[src/rtl/instr_encoder_loader_if.sv]
// Symbolic instruction field stream feeding instr_encoder_loader.
// master drives the fields, slave (the encoder) returns in_ready.
interface instr_encoder_loader_if;
    logic       in_valid;
    logic       in_ready;
    logic       in_last;
    logic [4:0] in_opcode;
    logic [3:0] in_dst;
    logic [3:0] in_src1;
    logic [3:0] in_src0;
    logic [7:0] in_imm;

    modport master (
        output in_valid, in_last, in_opcode, in_dst, in_src1, in_src0, in_imm,
        input  in_ready
    );

    modport slave (
        input  in_valid, in_last, in_opcode, in_dst, in_src1, in_src0, in_imm,
        output in_ready
    );
endinterface

[src/rtl/instr_encoder_loader.sv]
// Packs symbolic instruction fields into 16-bit words and writes them sequentially to imem.
// Optional macro ENC_FIELD_CHECK_EN adds a sticky err_field flag for truncated fields.
module instr_encoder_loader #(
    parameter int ADDR_W = 6,
    parameter int DEPTH  = 64
) (
    input  logic                  clk,
    input  logic                  rst,
    input  logic                  start,
    input  logic [ADDR_W-1:0]     base_addr,
    instr_encoder_loader_if.slave instr,
    output logic                  imem_we,
    output logic [ADDR_W-1:0]     imem_addr,
    output logic [15:0]           imem_wdata,
    output logic                  busy,
    output logic                  done,
    output logic [ADDR_W:0]       count,
    output logic                  err_illegal,
    output logic                  err_overflow
`ifdef ENC_FIELD_CHECK_EN
    ,
    output logic                  err_field
`endif
);

    localparam logic [4:0] OP_JMP           = 5'd0;
    localparam logic [4:0] OP_JNZ           = 5'd1;
    localparam logic [4:0] OP_INC           = 5'd2;
    localparam logic [4:0] OP_INC_DEPTH     = 5'd3;
    localparam logic [4:0] OP_COPY          = 5'd4;
    localparam logic [4:0] OP_REFERENCE     = 5'd5;
    localparam logic [4:0] OP_TO_UP         = 5'd6;
    localparam logic [4:0] OP_TO_DOWN       = 5'd7;
    localparam logic [4:0] OP_TO_RIGHT      = 5'd8;
    localparam logic [4:0] OP_TO_LEFT       = 5'd9;
    localparam logic [4:0] OP_WHERE_ZERO    = 5'd10;
    localparam logic [4:0] OP_INIT_DEPTH    = 5'd11;
    localparam logic [4:0] OP_COMP          = 5'd12;
    localparam logic [4:0] OP_CHECK         = 5'd13;
    localparam logic [4:0] OP_CHECK_4       = 5'd14;
    localparam logic [4:0] OP_POSSIBLE_UP   = 5'd15;
    localparam logic [4:0] OP_POSSIBLE_DOWN = 5'd16;
    localparam logic [4:0] OP_POSSIBLE_RIGHT= 5'd17;
    localparam logic [4:0] OP_POSSIBLE_LEFT = 5'd18;
    localparam logic [4:0] OP_STORE         = 5'd19;
    localparam logic [4:0] OP_LI            = 5'd20;

    localparam logic [ADDR_W:0] FULL = DEPTH[ADDR_W:0];

    typedef enum logic [1:0] {
        S_IDLE,
        S_LOAD,
        S_WRITE_LAST,
        S_DONE
    } state_t;

    state_t            state, state_nxt;
    logic              accept;
    logic              legal;
    logic [15:0]       enc;
    logic [ADDR_W-1:0] wr_ptr;
    logic              we_q;
`ifdef ENC_FIELD_CHECK_EN
    logic              trunc;
`endif

    always_ff @(posedge clk) begin
        if (rst) state <= S_IDLE;
        else     state <= state_nxt;
    end

    always_comb begin
        state_nxt      = state;
        instr.in_ready = 1'b0;
        busy           = 1'b0;
        done           = 1'b0;
        accept         = 1'b0;
        case (state)
            S_IDLE: begin
                if (start) state_nxt = S_LOAD;
            end
            S_LOAD: begin
                instr.in_ready = 1'b1;
                busy           = 1'b1;
                if (instr.in_valid) begin
                    accept = 1'b1;
                    if (count == FULL)      state_nxt = S_DONE;
                    else if (instr.in_last) state_nxt = S_WRITE_LAST;
                end
            end
            S_WRITE_LAST: begin
                busy      = 1'b1;
                state_nxt = S_DONE;
            end
            S_DONE: begin
                done      = 1'b1;
                state_nxt = S_IDLE;
            end
            default: state_nxt = S_IDLE;
        endcase
    end

    always_comb begin
        enc        = '0;
        enc[15:11] = instr.in_opcode;
        legal      = 1'b1;
        case (instr.in_opcode)
            OP_JMP, OP_JNZ:
                enc[7:0] = instr.in_imm;
            OP_INC, OP_INC_DEPTH, OP_COPY, OP_REFERENCE,
            OP_TO_UP, OP_TO_DOWN, OP_TO_RIGHT, OP_TO_LEFT,
            OP_WHERE_ZERO, OP_INIT_DEPTH: begin
                enc[10:7] = instr.in_dst;
                enc[6:3]  = instr.in_src1;
            end
            OP_COMP: begin
                enc[7:4] = instr.in_src1;
                enc[3:0] = instr.in_src0;
            end
            OP_CHECK: begin
                enc[5:2] = instr.in_src1;
                enc[1:0] = instr.in_imm[1:0];
            end
            OP_CHECK_4: begin
                enc[10:7] = instr.in_src1;
                enc[6:3]  = instr.in_imm[3:0];
            end
            OP_POSSIBLE_UP, OP_POSSIBLE_DOWN, OP_POSSIBLE_RIGHT, OP_POSSIBLE_LEFT:
                enc[3:0] = instr.in_src0;
            OP_STORE: begin
                enc[10:7] = instr.in_src1;
                enc[6:3]  = instr.in_src0;
            end
            OP_LI: begin
                enc[10:7] = instr.in_dst;
                enc[6:0]  = instr.in_imm[6:0];
            end
            default: legal = 1'b0;
        endcase
    end

`ifdef ENC_FIELD_CHECK_EN
    always_comb begin
        trunc = 1'b0;
        case (instr.in_opcode)
            OP_LI:      trunc = instr.in_imm[7];
            OP_CHECK:   trunc = |instr.in_imm[7:2];
            OP_CHECK_4: trunc = |instr.in_imm[7:4];
            default:    trunc = 1'b0;
        endcase
    end
`endif

    always_ff @(posedge clk) begin
        if (rst) begin
            wr_ptr       <= '0;
            count        <= '0;
            we_q         <= 1'b0;
            imem_addr    <= '0;
            imem_wdata   <= '0;
            err_illegal  <= 1'b0;
            err_overflow <= 1'b0;
`ifdef ENC_FIELD_CHECK_EN
            err_field    <= 1'b0;
`endif
        end else begin
            we_q <= 1'b0;
            if (state == S_IDLE && start) begin
                wr_ptr       <= base_addr;
                count        <= '0;
                err_illegal  <= 1'b0;
                err_overflow <= 1'b0;
`ifdef ENC_FIELD_CHECK_EN
                err_field    <= 1'b0;
`endif
            end
            if (accept) begin
                if (count == FULL) begin
                    err_overflow <= 1'b1;
                end else if (!legal) begin
                    err_illegal <= 1'b1;
                end else begin
                    we_q       <= 1'b1;
                    imem_addr  <= wr_ptr;
                    imem_wdata <= enc;
                    wr_ptr     <= wr_ptr + 1'b1;
                    count      <= count + 1'b1;
`ifdef ENC_FIELD_CHECK_EN
                    if (trunc) err_field <= 1'b1;
`endif
                end
            end
        end
    end

    // Strobe is masked by rst so a write registered just before reset never reaches imem.
    assign imem_we = we_q & ~rst;

endmodule

[src/flat_wrapper.sv]
// flat-port wrapper written by rule: the top's interface ports become plain ports
module instr_encoder_loader_flat 
#(
    parameter int ADDR_W = 6,
    parameter int DEPTH  = 64
)
  (clk, rst, start, base_addr, imem_we, imem_addr, imem_wdata, busy, done, count, err_illegal, err_overflow, instr_in_valid, instr_in_last, instr_in_opcode, instr_in_dst, instr_in_src1, instr_in_src0, instr_in_imm, instr_in_ready);
  instr_encoder_loader_if instr_i ();
  input  logic clk;
  input  logic rst;
  input  logic start;
  input  logic [ADDR_W-1:0] base_addr;
  output logic imem_we;
  output logic [ADDR_W-1:0] imem_addr;
  output logic [15:0] imem_wdata;
  output logic busy;
  output logic done;
  output logic [ADDR_W:0] count;
  output logic err_illegal;
  output logic err_overflow;
  input wire logic [$bits(instr_i.in_valid)-1:0] instr_in_valid;
  input wire logic [$bits(instr_i.in_last)-1:0] instr_in_last;
  input wire logic [$bits(instr_i.in_opcode)-1:0] instr_in_opcode;
  input wire logic [$bits(instr_i.in_dst)-1:0] instr_in_dst;
  input wire logic [$bits(instr_i.in_src1)-1:0] instr_in_src1;
  input wire logic [$bits(instr_i.in_src0)-1:0] instr_in_src0;
  input wire logic [$bits(instr_i.in_imm)-1:0] instr_in_imm;
  output wire logic [$bits(instr_i.in_ready)-1:0] instr_in_ready;
  assign instr_i.in_valid = instr_in_valid;
  assign instr_i.in_last = instr_in_last;
  assign instr_i.in_opcode = instr_in_opcode;
  assign instr_i.in_dst = instr_in_dst;
  assign instr_i.in_src1 = instr_in_src1;
  assign instr_i.in_src0 = instr_in_src0;
  assign instr_i.in_imm = instr_in_imm;
  assign instr_in_ready = instr_i.in_ready;
  instr_encoder_loader #(.ADDR_W(ADDR_W), .DEPTH(DEPTH)) u_core (.clk(clk), .rst(rst), .start(start), .base_addr(base_addr), .instr(instr_i), .imem_we(imem_we), .imem_addr(imem_addr), .imem_wdata(imem_wdata), .busy(busy), .done(done), .count(count), .err_illegal(err_illegal), .err_overflow(err_overflow));
endmodule
[config.mk]
export PLATFORM = sky130hd
export DESIGN_NAME = instr_encoder_loader_flat
export DESIGN_NICKNAME = d
export VERILOG_FILES = /design/src/rtl/instr_encoder_loader_if.sv /design/src/rtl/instr_encoder_loader.sv /design/src/flat_wrapper.sv
export SDC_FILE = /design/constraint.sdc
export NUM_CORES = 1
export LEC_CHECK = 0
export ABC_CLOCK_PERIOD_IN_PS = 2200
export CORE_MARGIN = 2
export CORE_UTILIZATION = 40
export DETAILED_ROUTE_END_ITERATION = 6
export PLACE_DENSITY_LB_ADDON = 0.3
export SYNTH_ARGS = -nofsm -noshare
export SYNTH_HDL_FRONTEND = slang
export SYNTH_SLANG_ARGS = --single-unit
[constraint.sdc]
create_clock -name clk -period 2.2 [get_ports clk]
set_input_delay 0.66 -clock clk [delete_from_list [all_inputs] [get_ports clk]]
set_output_delay 0.66 -clock clk [all_outputs]
set_load 0.03 [all_outputs]
==> results.cfg, run 1 <==
[outcome]
status = complete, no violations

[clocking]
cts_inserted_buffers = 5
cts_tree = done
cts_root_buf = clkbuf_8
clkTransAtPathRegs_ns = 0.08
cts_max_level = 2
clk_path_buf_depth = 2
cts_hold_buf = 0
clock_sinks = 40
clock_latency_ns = 0.30

[synth]
synth_cell_types = 61
syn_avg_cell_area_um2 = 8.236
synth-compound-area-share_pct = 25.69
syn_area_um2 = 2347
synth_seq_cells = 40
muxShareOfSynthArea_pct = 2.559
synth-simple-area-share_pct = 26.01
syn_nets = 328
synth_top_family_by_area = simple AND/OR/NAND/NOR gates
async_flop_share_pct = 0
synth-edff-count = 0
synth_ff_type = dfxtp_1
synthAdderAreaFrac_pct = 3.731
netlist_instances = 285
synth_seq_area_share_pct = 34.12
yosysWarnings = 0
yosys.area_share.xor_xnor_pct = 2.239

[timing]
drv_slew = 0
finalCritPeriodShare_pct = 96.78
skew_ns = 0.01025
worst_slew_pin_slew_ns = 0.4489
rsz0062_at_grt = yes
fmax_mhz = 469.7
setup_viol = 0
hold_ws_ns = 0.4590
finalHoldViolCount = 0
period_needed_ns = 2.129
relSlewSlack_pct = 69.98

[final_layout]
nNetsFinal = 425
layout_commonest_cell = clkdlybuf4s50_1
drive_gt1_share_pct = 17.80
final_area_um2 = 3482
syn_to_final_growth_pct = 48.35
n_antenna_cell = 0
final_cells = 454
finish.utilization_pct = 62.47
final_cell_mix = clkdlybuf4s50_1 (63), dfxtp_1 (40), buf_4 (39)

[placed_design]
port_buffers = 70
place_hpwl_um = 5204
place_area_um2 = 3374
dp.cells = 447
place_congestion = 0.9313

[route]
drtPass1Iterations = 4
routed_wl_um = 6846
antenna_left = 0
num_vias = 2531
drc = 0
wl_per_cell_um = 15.08
drt_iter0_drc = 172
drt-vias-per-instance = 5.575

[worst_setup_path]
ff2ff_path_depth = 8
crit_fanout = 6
start_kind = input pin
required_ns = 2.39
end_kind = register
path_depth = 6
path_buf_inv = 2
path_cells = clkdlybuf4s50_1 -> buf_4 -> a2bb2oi_1 -> o21ai_0 -> a221o_1 -> a32o_1
slowest_stage = clkdlybuf4s50_1
crit_family = compound AO/OA/AOI/OAI gates
cp.arrival_ns = 2.31
max_stage_delay_ns = 0.53
crit_type = in2reg

[floorplanning]
start_util_pct = 42.11
die_area_um2 = 6497
rows = 27
die_height_um = 80.61
core_area_um2 = 5574
pin_count = 71
die_w_um = 80.61

[grt]
grtUsageTotal_pct = 22.15
grt_pass1_vias = 2421
grt_max_degree = 26
antenna_found_initial = 0
grt_pass1_wl_um = 11150
gr-total-overflow = 0

[power_and_ir_drop]
power-per-cell-area_nw_per_um2 = 736.2
power_mw = 2.563
irDropWorstVdd_mv = 0.8294
p_leak_nw = 1.285

[worst_hold_path]
hp-class = reg2reg
min_delay_path_depth = 2

[run]
drv_cap = 0
worst min-delay path: stages (launching register included):
cell and delay [ns]:
dfxtp_1 0.31, nand2_1 0.05, a21oi_1 0.05
timing repair:
| item | 4_1_cts | 5_1_grt |
|---|---|---|
| gates resized for setup | 4 | 8 |
| endpoints found under the setup margin | 5 | 10 |
| buffers inserted | 0 | 0 |
| pin swaps | 0 | 2 |
layer usage:
metal  part of all wire, %  vias to the layer above  GRT usage [%]
li1                      -                     1246              -
met1                    44                     1176          27.52
met2                    48                       91          37.42
met3                   5.8                       18          5.281
met4                   2.0                        0          7.458
met5                     0                        -              0
power by group:
part / internal [mW] / switching, mW
Clock: 0.215 / 0.257
Combinational: 0.554 / 0.661
Sequential: 0.814 / 0.0635
metrics by stage:
step                  TNS [ns]  worst slack, ns
floorplan                    0           0.1718
global placement        -7.033          -0.2772
detailed placement      -7.615          -0.3487
CTS                          0          0.04431
global route        -0.0005262       -0.0005262
finish                       0          0.07084
final timing paths:
kind,start,to,slack (ns)
setup / recovery,instr_in_opcode[1],u_core.imem_wdata[2]$_SDFFE_PP0P_,0.07
hold / removal,u_core.imem_addr[3]$_SDFFE_PP0P_,u_core.imem_addr[3]$_SDFFE_PP0P_,0.46
setup reg to reg,u_core.count[1]$_SDFF_PP0_,u_core.wr_ptr[3]$_SDFF_PP0_,0.13
hold reg to reg,u_core.imem_addr[3]$_SDFFE_PP0P_,u_core.imem_addr[3]$_SDFFE_PP0P_,0.46
cell usage after synthesis (3+ instances only):
library cell | instances | area (µm²)
xnor2_1 | 5 | 43.79
nor4b_1 | 4 | 35.03
a311oi_1 | 4 | 35.03
o21ai_0 | 9 | 45.04
and3_1 | 3 | 18.77
buf_2 | 4 | 20.02
a32oi_1 | 6 | 52.55
a221oi_1 | 5 | 43.79
a21oi_1 | 22 | 110.1
mux2i_1 | 6 | 60.06
or3_1 | 4 | 25.02
a211oi_1 | 3 | 22.52
dfxtp_1 | 40 | 800.8
nand2_1 | 32 | 120.1
nor2_1 | 24 | 90.09
buf_6 | 3 | 33.78
clkbuf_1 | 12 | 45.04
nand2b_1 | 4 | 25.02
a31oi_1 | 4 | 25.02
nor3_1 | 14 | 70.07
nand3b_1 | 5 | 37.54
inv_1 | 7 | 26.28
o2bb2ai_1 | 3 | 26.28
ha_1 | 7 | 87.58
nor2b_1 | 3 | 18.77
nand3_1 | 10 | 50.05
cells by family (layout without fill, tap and decap cells):
group                    after synthesis  count (layout)
AO/OA/AOI/OAI                         80              80
XOR/XNOR                               6               6
adder cells (fa/ha/maj)                7               7
buffers and inverters                 28             125
flip-flops                            40              40
multiplexers                           6               6
AND/OR/NAND/NOR                      118             118
flip-flops by register name, indices dropped and copies added (netlist names):
register,flops
u_core.err_illegal,1
u_core.count,7
u_core.imem_addr,6
u_core.imem_wdata,16
u_core.err_overflow,1
u_core.wr_ptr,6
u_core.we_q,1
u_core.state,2
cell type report:
cell class / count / area [µm²]
Tap cell: 72 / 90.09
Clock inverter: 2 / 12.51
Clock buffer: 5 / 68.82
Sequential cell: 40 / 800.8
Timing Repair Buffer: 111 / 1045
Inverter: 7 / 26.28
Multi-Input combinational cell: 217 / 1439
Fill cell: 514 / 2092
(Power assumes the default switching activity.)
==> run 2, diff against run 1 <==
--- a/config.mk
+++ b/config.mk
@@ -8,6 +8,7 @@
 export ABC_CLOCK_PERIOD_IN_PS = 2200
 export CORE_MARGIN = 2
 export CORE_UTILIZATION = 40
+export CTS_CLUSTER_SIZE = 12
 export DETAILED_ROUTE_END_ITERATION = 6
 export PLACE_DENSITY_LB_ADDON = 0.3
 export SYNTH_ARGS = -nofsm -noshare
==> results of run 2 <==
The final DEF is identical to that of run 1; final timing and power are the same.
